==> config.mk <==
export PLATFORM = sky130hd
export DESIGN_NAME = sprite_renderer_param
export DESIGN_NICKNAME = d
export VERILOG_FILES = /design/src/rtl/sprite_pkg.sv /design/src/rtl/sprite_renderer_param.sv
export SDC_FILE = /design/constraint.sdc
export NUM_CORES = 1
export LEC_CHECK = 0
export BUFFER_PORTS_ARGS = -buffer_cell sky130_fd_sc_hd__buf_2
export CAP_MARGIN = 10
export CORE_MARGIN = 3
export CORE_UTILIZATION = 35
export DETAILED_ROUTE_END_ITERATION = 10
export GPL_ROUTABILITY_DRIVEN = 1
export HOLD_SLACK_MARGIN = 0.08
export PLACE_DENSITY = 0.64
export SLEW_MARGIN = 0
export SYNTH_ARGS = -nofsm -noshare
export SYNTH_HDL_FRONTEND = slang
export SYNTH_SLANG_ARGS = --single-unit
==> constraint.sdc <==
create_clock -name clk -period 3.35 [get_ports clk]
set_input_delay 0.335 -clock clk [delete_from_list [all_inputs] [get_ports clk]]
set_output_delay 0.335 -clock clk [all_outputs]
set_load 0.01 [all_outputs]
==> src/rtl/sprite_pkg.sv <==
// Shared definitions for the sprite blocks: state encoding and sizing constants.
package sprite_pkg;

    // Row controller states; any value outside this set is recovered to ST_IDLE.
    typedef enum logic [2:0] {
        ST_IDLE        = 3'd0,
        ST_WAIT_LOAD   = 3'd1,
        ST_FETCH_SETUP = 3'd2,
        ST_FETCH_WAIT  = 3'd3,
        ST_WAIT_HSTART = 3'd4,
        ST_DRAW        = 3'd5
    } sprite_state_e;

    // Mirror doubles the row and xscale doubles each pixel, so a row is at most 4x WIDTH cycles.
    localparam int SPRITE_MAX_STRETCH = 4;

endpackage

==> src/rtl/sprite_renderer_param.sv <==
// Sprite row renderer: fetches one bitmap row per line from an external ROM and
// shifts it out on gfx, with optional horizontal mirror, vertical flip and 2x stretch.
//
// state          | meaning
// ---------------+------------------------------------------------------------
// ST_IDLE        | no sprite; waits for vstart, latches mode bits
// ST_WAIT_LOAD   | between rows; waits for load before touching the ROM
// ST_FETCH_SETUP | drives rom_addr for the current row
// ST_FETCH_WAIT  | counts down ROM latency, then captures rom_bits
// ST_WAIT_HSTART | row captured; waits for hstart
// ST_DRAW        | emits one pixel per cycle for the whole (stretched) row
module sprite_renderer_param
    import sprite_pkg::*;
#(
    parameter  int WIDTH   = 8,
    parameter  int HEIGHT  = 16,
    parameter  int ROM_LAT = 1,
    localparam int AW      = $clog2(HEIGHT)
) (
    input  logic             clk,
    input  logic             reset,
    input  logic             vstart,
    input  logic             load,
    input  logic             hstart,
    input  logic             mirror,
    input  logic             flip_y,
    input  logic             xscale,
    output logic [AW-1:0]    rom_addr,
    input  logic [WIDTH-1:0] rom_bits,
    output logic             gfx,
    output logic             in_progress,
    output logic             done
);

    localparam int            XW       = $clog2(SPRITE_MAX_STRETCH * WIDTH);
    localparam int            CW       = $clog2(WIDTH);
    localparam logic [AW-1:0] Y_LAST   = AW'(HEIGHT - 1);
    localparam logic [1:0]    LAT_INIT = 2'(ROM_LAT - 1);

    sprite_state_e    state_q;
    logic [AW-1:0]    ycount_q;
    logic [XW-1:0]    xcount_q;
    logic [1:0]       lat_q;
    logic [AW-1:0]    rom_addr_q;
    logic [WIDTH-1:0] row_q;
    logic             gfx_q;
    logic             done_q;
    logic             busy_q;
    logic             mirror_q;
    logic             flip_q;
    logic             xscale_q;

    logic [XW-1:0]    pidx_d;
    logic [CW-1:0]    ridx_d;
    logic             pix_d;
    logic [XW-1:0]    len_m1_d;
    logic [AW-1:0]    fetch_addr_d;

    // Pixel select, row length and fetch address derived from the latched modes.
    always_comb begin
        pidx_d = xscale_q ? (xcount_q >> 1) : xcount_q;
        if (pidx_d < XW'(WIDTH)) begin
            ridx_d = CW'(pidx_d);
        end else begin
            ridx_d = CW'(XW'(2 * WIDTH - 1) - pidx_d);
        end
        pix_d = row_q[ridx_d];
        case ({mirror_q, xscale_q})
            2'b00:   len_m1_d = XW'(WIDTH - 1);
            2'b11:   len_m1_d = XW'(4 * WIDTH - 1);
            default: len_m1_d = XW'(2 * WIDTH - 1);
        endcase
        fetch_addr_d = flip_q ? (Y_LAST - ycount_q) : ycount_q;
    end

    // Row sequencing FSM with all outputs registered.
    always_ff @(posedge clk or negedge reset) begin
        if (!reset) begin
            state_q    <= ST_IDLE;
            ycount_q   <= '0;
            xcount_q   <= '0;
            lat_q      <= '0;
            rom_addr_q <= '0;
            row_q      <= '0;
            gfx_q      <= 1'b0;
            done_q     <= 1'b0;
            busy_q     <= 1'b0;
            mirror_q   <= 1'b0;
            flip_q     <= 1'b0;
            xscale_q   <= 1'b0;
        end else begin
            done_q <= 1'b0;
            case (state_q)
                ST_IDLE: begin
                    ycount_q <= '0;
                    gfx_q    <= 1'b0;
                    if (vstart) begin
                        mirror_q <= mirror;
                        flip_q   <= flip_y;
                        xscale_q <= xscale;
                        busy_q   <= 1'b1;
                        state_q  <= ST_WAIT_LOAD;
                    end
                end
                ST_WAIT_LOAD: begin
                    xcount_q <= '0;
                    gfx_q    <= 1'b0;
                    if (load) begin
                        state_q <= ST_FETCH_SETUP;
                    end
                end
                ST_FETCH_SETUP: begin
                    rom_addr_q <= fetch_addr_d;
                    lat_q      <= LAT_INIT;
                    state_q    <= ST_FETCH_WAIT;
                end
                ST_FETCH_WAIT: begin
                    if (lat_q == 2'd0) begin
                        row_q   <= rom_bits;
                        state_q <= ST_WAIT_HSTART;
                    end else begin
                        lat_q <= lat_q - 1'b1;
                    end
                end
                ST_WAIT_HSTART: begin
                    gfx_q <= 1'b0;
                    if (hstart) begin
                        state_q <= ST_DRAW;
                    end
                end
                ST_DRAW: begin
                    gfx_q <= pix_d;
                    if (xcount_q == len_m1_d) begin
                        if (ycount_q == Y_LAST) begin
                            done_q  <= 1'b1;
                            busy_q  <= 1'b0;
                            state_q <= ST_IDLE;
                        end else begin
                            ycount_q <= ycount_q + 1'b1;
                            state_q  <= ST_WAIT_LOAD;
                        end
                    end else begin
                        xcount_q <= xcount_q + 1'b1;
                    end
                end
                default: begin
                    gfx_q   <= 1'b0;
                    busy_q  <= 1'b0;
                    state_q <= ST_IDLE;
                end
            endcase
        end
    end

    assign rom_addr    = rom_addr_q;
    assign gfx         = gfx_q;
    assign done        = done_q;
    assign in_progress = busy_q;

endmodule
* Word level (Yosys, flattened, before mapping)
Cells that the tools add are included.
Word-level totals: register bits after elaboration 32, input bits 16
Operators by class: $add $sub $neg 5, $lt $le $gt $ge 2, equal/unequal tests 17, muxes and demuxes 28, bitwise operators 1, reduce and logical (&&, ||, !) cells 15
Operators with widths (count):
- $pmux W5 S2 | 2
- $mux W3 | 6
- $ne A2 B2 Y1 const B | 9
- $pmux W3 S6 | 1
- $mux W4 | 3
- $mux W5 | 2
- $mux W1 | 8
- $pmux W4 S2 | 1
- $reduce_and A2 Y1 | 4
- $eq A3 B2 Y1 const B | 2
- $eq A3 B3 Y1 const B | 2
- $reduce_bool A2 Y1 | 3
- $add A5 B1 Y5 const B | 1
- $eq A5 B5 Y1 | 1
- $lt A5 B4 Y1 const B | 1
- $reduce_and A5 Y1 | 1
- $add A4 B1 Y4 const B | 1
- $eq A4 B4 Y1 const B | 1
- $logic_not A2 Y1 | 2
- $lt A3 B4 Y1 const B | 1
- $pmux W2 S2 | 1
- $reduce_and A4 Y1 | 1
- $reduce_or A4 Y1 | 1
- $sub A4 B4 Y4 const A | 1
- 12 further kinds | 12

* Longest topological paths before layout
depth in word-level cells 6, depth in mapped cells 6, gate-level depth less buffers 6

* Worst setup path before layout
Ideal clock, no wire load.
path type register -> register, start register xcount_q[4], end register gfx_q (netlist: gfx), library setup time 121 ps, arrival time 1632 ps, data required time 3229 ps, setup slack 1597 ps, stages on the path, launching flop included 7, path buffers 1, cell sequence dfrtp_1 > buf_6 > or2_4 > a221oi_4 > mux2i_1 > a31oi_1 > a32o_2
On the way: word-level cells in the longest chain between the ends 6
Ends and longest elaborated chain:
- start: declaration | line sprite_renderer_param.sv:42 | logic [XW-1:0] xcount_q;
- start signal: assignment | line sprite_renderer_param.sv:143 | xcount_q <= xcount_q + 1'b1;
- $mux W5 | line sprite_renderer_param.sv:61 | pidx_d = xscale_q ? (xcount_q >> 1) : xcount_q;
- $lt A5 B4 Y1 | line sprite_renderer_param.sv:62 | if (pidx_d < XW'(WIDTH)) begin
- $mux W3 | line sprite_renderer_param.sv:62
- $bmux W1 S3 | line sprite_renderer_param.sv:67 | pix_d = row_q[ridx_d];
- $mux W1 (not written as such) | line sprite_renderer_param.sv:67
- $pmux W1 S2 | line sprite_renderer_param.sv:93 | case (state_q)
- end signal: assignment | line sprite_renderer_param.sv:132 | gfx_q <= pix_d;
- end: declaration | line sprite_renderer_param.sv:46 | logic gfx_q;
Every way passes these cells. The select of a mux whose other input is x is not followed. A chain may end at the register's enable or synchronous reset.

* Final worst setup path
Same ends and word-level chain as after synthesis.

==> key figures <==
STA
  • RSZ-0062 raised after global routing: false
  • Slew Viols, Final: 0
  • Slew margin rel.: 52.31%
  • Worst slew pin tran: 715.3 ps
  • Minimum clock period: 1934 ps
  • Period utilization: 57.73%
  • Final setup violating endpoints: 0
  • Clk_skew: 2.562 ps
  • Fmax: 517.1 MHz
  • Final hold vios: 0
  • Setup TNS: 0 ps
  • WHS: 109.2 ps

Clock tree
  • Worst-path clk slew: 60 ps
  • CTS-repair resized insts: 0
  • Htree depth: 2
  • CTS sink count: 32
  • Setup bufs post-CTS: 0
  • CTS tree: yes
  • CTS Hold Bufs: 0
  • Clock Root Buffer: clkbuf_8
  • CTS max path bufs: 2
  • Worst-Skew Late Latency: 280 ps
  • TritonCTS buffer count: 5

Yosys
  • FF+latch count, synth: 32
  • Netlist Area Pre-Place: 0.001787 mm^2
  • Syn nets: 189
  • Top FF cell, synth: dfrtp_1
  • Synthesis warning total: 0
  • Synth unique cells: 39
  • Register area share after synthesis: 44.82%
  • Mean Syn Cell Area: 10.51 um^2
  • Async SR Flop Fraction: 100.0%
  • Post-Syn Instances: 170
  • EDFF count, synth: 0

Routing
  • Top Metal Used: met4
  • Drt initial violations: 82
  • Vias post-DR: 1290
  • Met3 WL: 89 um
  • Met1 wire length: 1.642 mm
  • Met2 WL post-DR: 1.634 mm
  • Vias/cell: 4.924
  • Drt pass-1 iters: 4
  • Antenna Nets Post-Route: 0
  • Final wirelength: 3.436 mm
  • WL/cell: 13.11 um
  • Drt drc: 0

Pwr
  • Cell internal pwr: 0.9940 mW
  • Switching part of the total: 37.16%
  • Sequential share of power: 42.3%
  • NetSw: 0.5877 mW
  • Comb power frac: 38.7%
  • Pwr Density: 774.1 mW/mm^2
  • Pleak: 0.8646 nW
  • Clock share of power: 19.0%
  • Max IR drop VDD: 438.2 uV
  • Power Total: 1.582 mW

Placed design
  • Port bufs: 22
  • Detailed-placement wirelength estimate: 2.472 mm
  • Placed Cells: 254
  • Routability cong.: 0.7722

Worst setup path
  • Reg2Reg Setup Slack: 1420 ps
  • Critical path depth in cells: 5
  • R2R cell count: 5
  • Critical path, cell by cell: or2_4 > a221oi_4 > mux2i_1 > a32oi_1 > a32o_2
  • Crit path from: xcount_q[4]$_DFFE_PN0P_
  • CP Capture Type: flip-flop
  • CP max FO: 10
  • Critical R2R Capture: gfx$_DFFE_PN0N_
  • Slowest CP cell: dfrtp_1
  • CP Launch Type: flip-flop
  • Crit-path leading delay family: compound AO/OA/AOI/OAI gates
  • Kind of critical path: reg -> reg
  • Worst path buffer plus inverter count: 0
  • CP max stage delay: 520 ps
  • Worst r2r src: xcount_q[4]$_DFFE_PN0P_
  • Worst Path Required: 3520 ps
  • WP data arrival: 2100 ps
  • Worst Setup EP: gfx$_DFFE_PN0N_

Finish
  • Antenna Cells: 0
  • Commonest non-fill, non-tap cell in the layout: dfrtp_1
  • Layout cell share with drive strength beyond 1: 25.64%
  • Final net count: 213
  • Layout Cells excl Fill: 262
  • Fillers: 498
  • Most frequent cells in the layout: 32 x dfrtp_1, 22 x buf_2, 20 x nand2_1
  • Fin util: 42.42%
  • Area grow syn2layout: 14.36%

Global routing
  • Initial antenna violation count: 0
  • Tot GR Track Use: 12.79%
  • Vias in the first global route: 1334
  • Grt total ovfl: 0
  • Largest net degree at the start of global routing: 33
  • Global-route wire length before repair: 6.113 mm

Floorplan
  • Die area: 0.005999 mm^2
  • Chip width: 77.45 um
  • Starting density of the core: 37.09%
  • IO Pins: 23
  • Height of the die: 77.45 um
  • Cell Rows: 25
  • Core area: 0.004817 mm^2

Job
  • Max Cap Violations: 0

Min path
  • Hold Crit Class: in -> async

Outcome
  • Status: finished clean
## routing by layer
layer  vias to the layer above  track usage (%)
li1                        647                -
met1                       615            16.33
met2                        21            20.29
met3                         7            3.480
met4                         0            5.516
met5                         -                0
## power by group through the flow
stage	clock network [mW]	registers, mW	logic (mW)
final	0.300	0.670	0.612
after CTS	0.314	0.669	0.620
after floorplan	0	0.608	0.533
after global placement	0	0.672	0.607
after detailed placement	0	0.677	0.617
after global routing	0.335	0.695	0.693
## area by class of cell
type,count,area [um^2],share of cell area [%]
Inverter,10,37.54,1.837
Multi-Input combinational cell,123,920.9,45.07
Tap cell,67,83.83,4.103
Sequential cell,32,800.8,39.19
Timing Repair Buffer,22,110.1,5.389
Clock buffer,8,90.09,4.409
## sequential cells by signal (all words and copies together), names as in the netlist
signal	flops
row_q	8
xcount_q	5
rom_addr	4
ycount_q	4
state_q	3
lat_q	2
done	1
flip_q	1
gfx	1
in_progress	1
mirror_q	1
xscale_q	1
## per-stage QoR
step           worst slack (ps)  instance area [um^2]
2_1_floorplan              1597                  1787
3_5_place_dp               1429                  1953
6_report                   1416                  2043
4_1_cts                    1417                  2043
5_1_grt                    1291                  2043
3_3_place_gp               1432                  1953
## cells by family after synthesis
family | share of synthesized area, %
simple gates | 19.05
flops | 44.82
compound gates | 12.81
mux | 13.66
buf+inv | 3.641
xor+xnor | 3.922
fa+ha+maj | 2.101
## Yosys cell counts, drive strengths merged (5+ instances only)
library cell	number	area (um^2)
nand2	20	75.07
a21oi	9	45.04
o21ai	7	35.03
mux2	11	123.9
inv	10	37.53
xnor2	8	70.07
nor4	5	56.31
nand3	5	25.02
nor2	10	37.54
dfrtp	32	800.8
mux2i	12	120.1
## worst min-delay path by stage
stage	to	slack, ps	cells past startpoint
floorplan	done$_DFF_PN0_	40	0
global placement	rom_addr[0]$_DFFE_PN0P_	440	1
detailed placement	rom_addr[0]$_DFFE_PN0P_	440	1
CTS	rom_addr[0]$_DFFE_PN0P_	130	1
global route	rom_addr[1]$_DFFE_PN0P_	160	1
finish	ycount_q[1]$_DFFE_PN0P_	110	1
(Power assumes the default switching activity.)
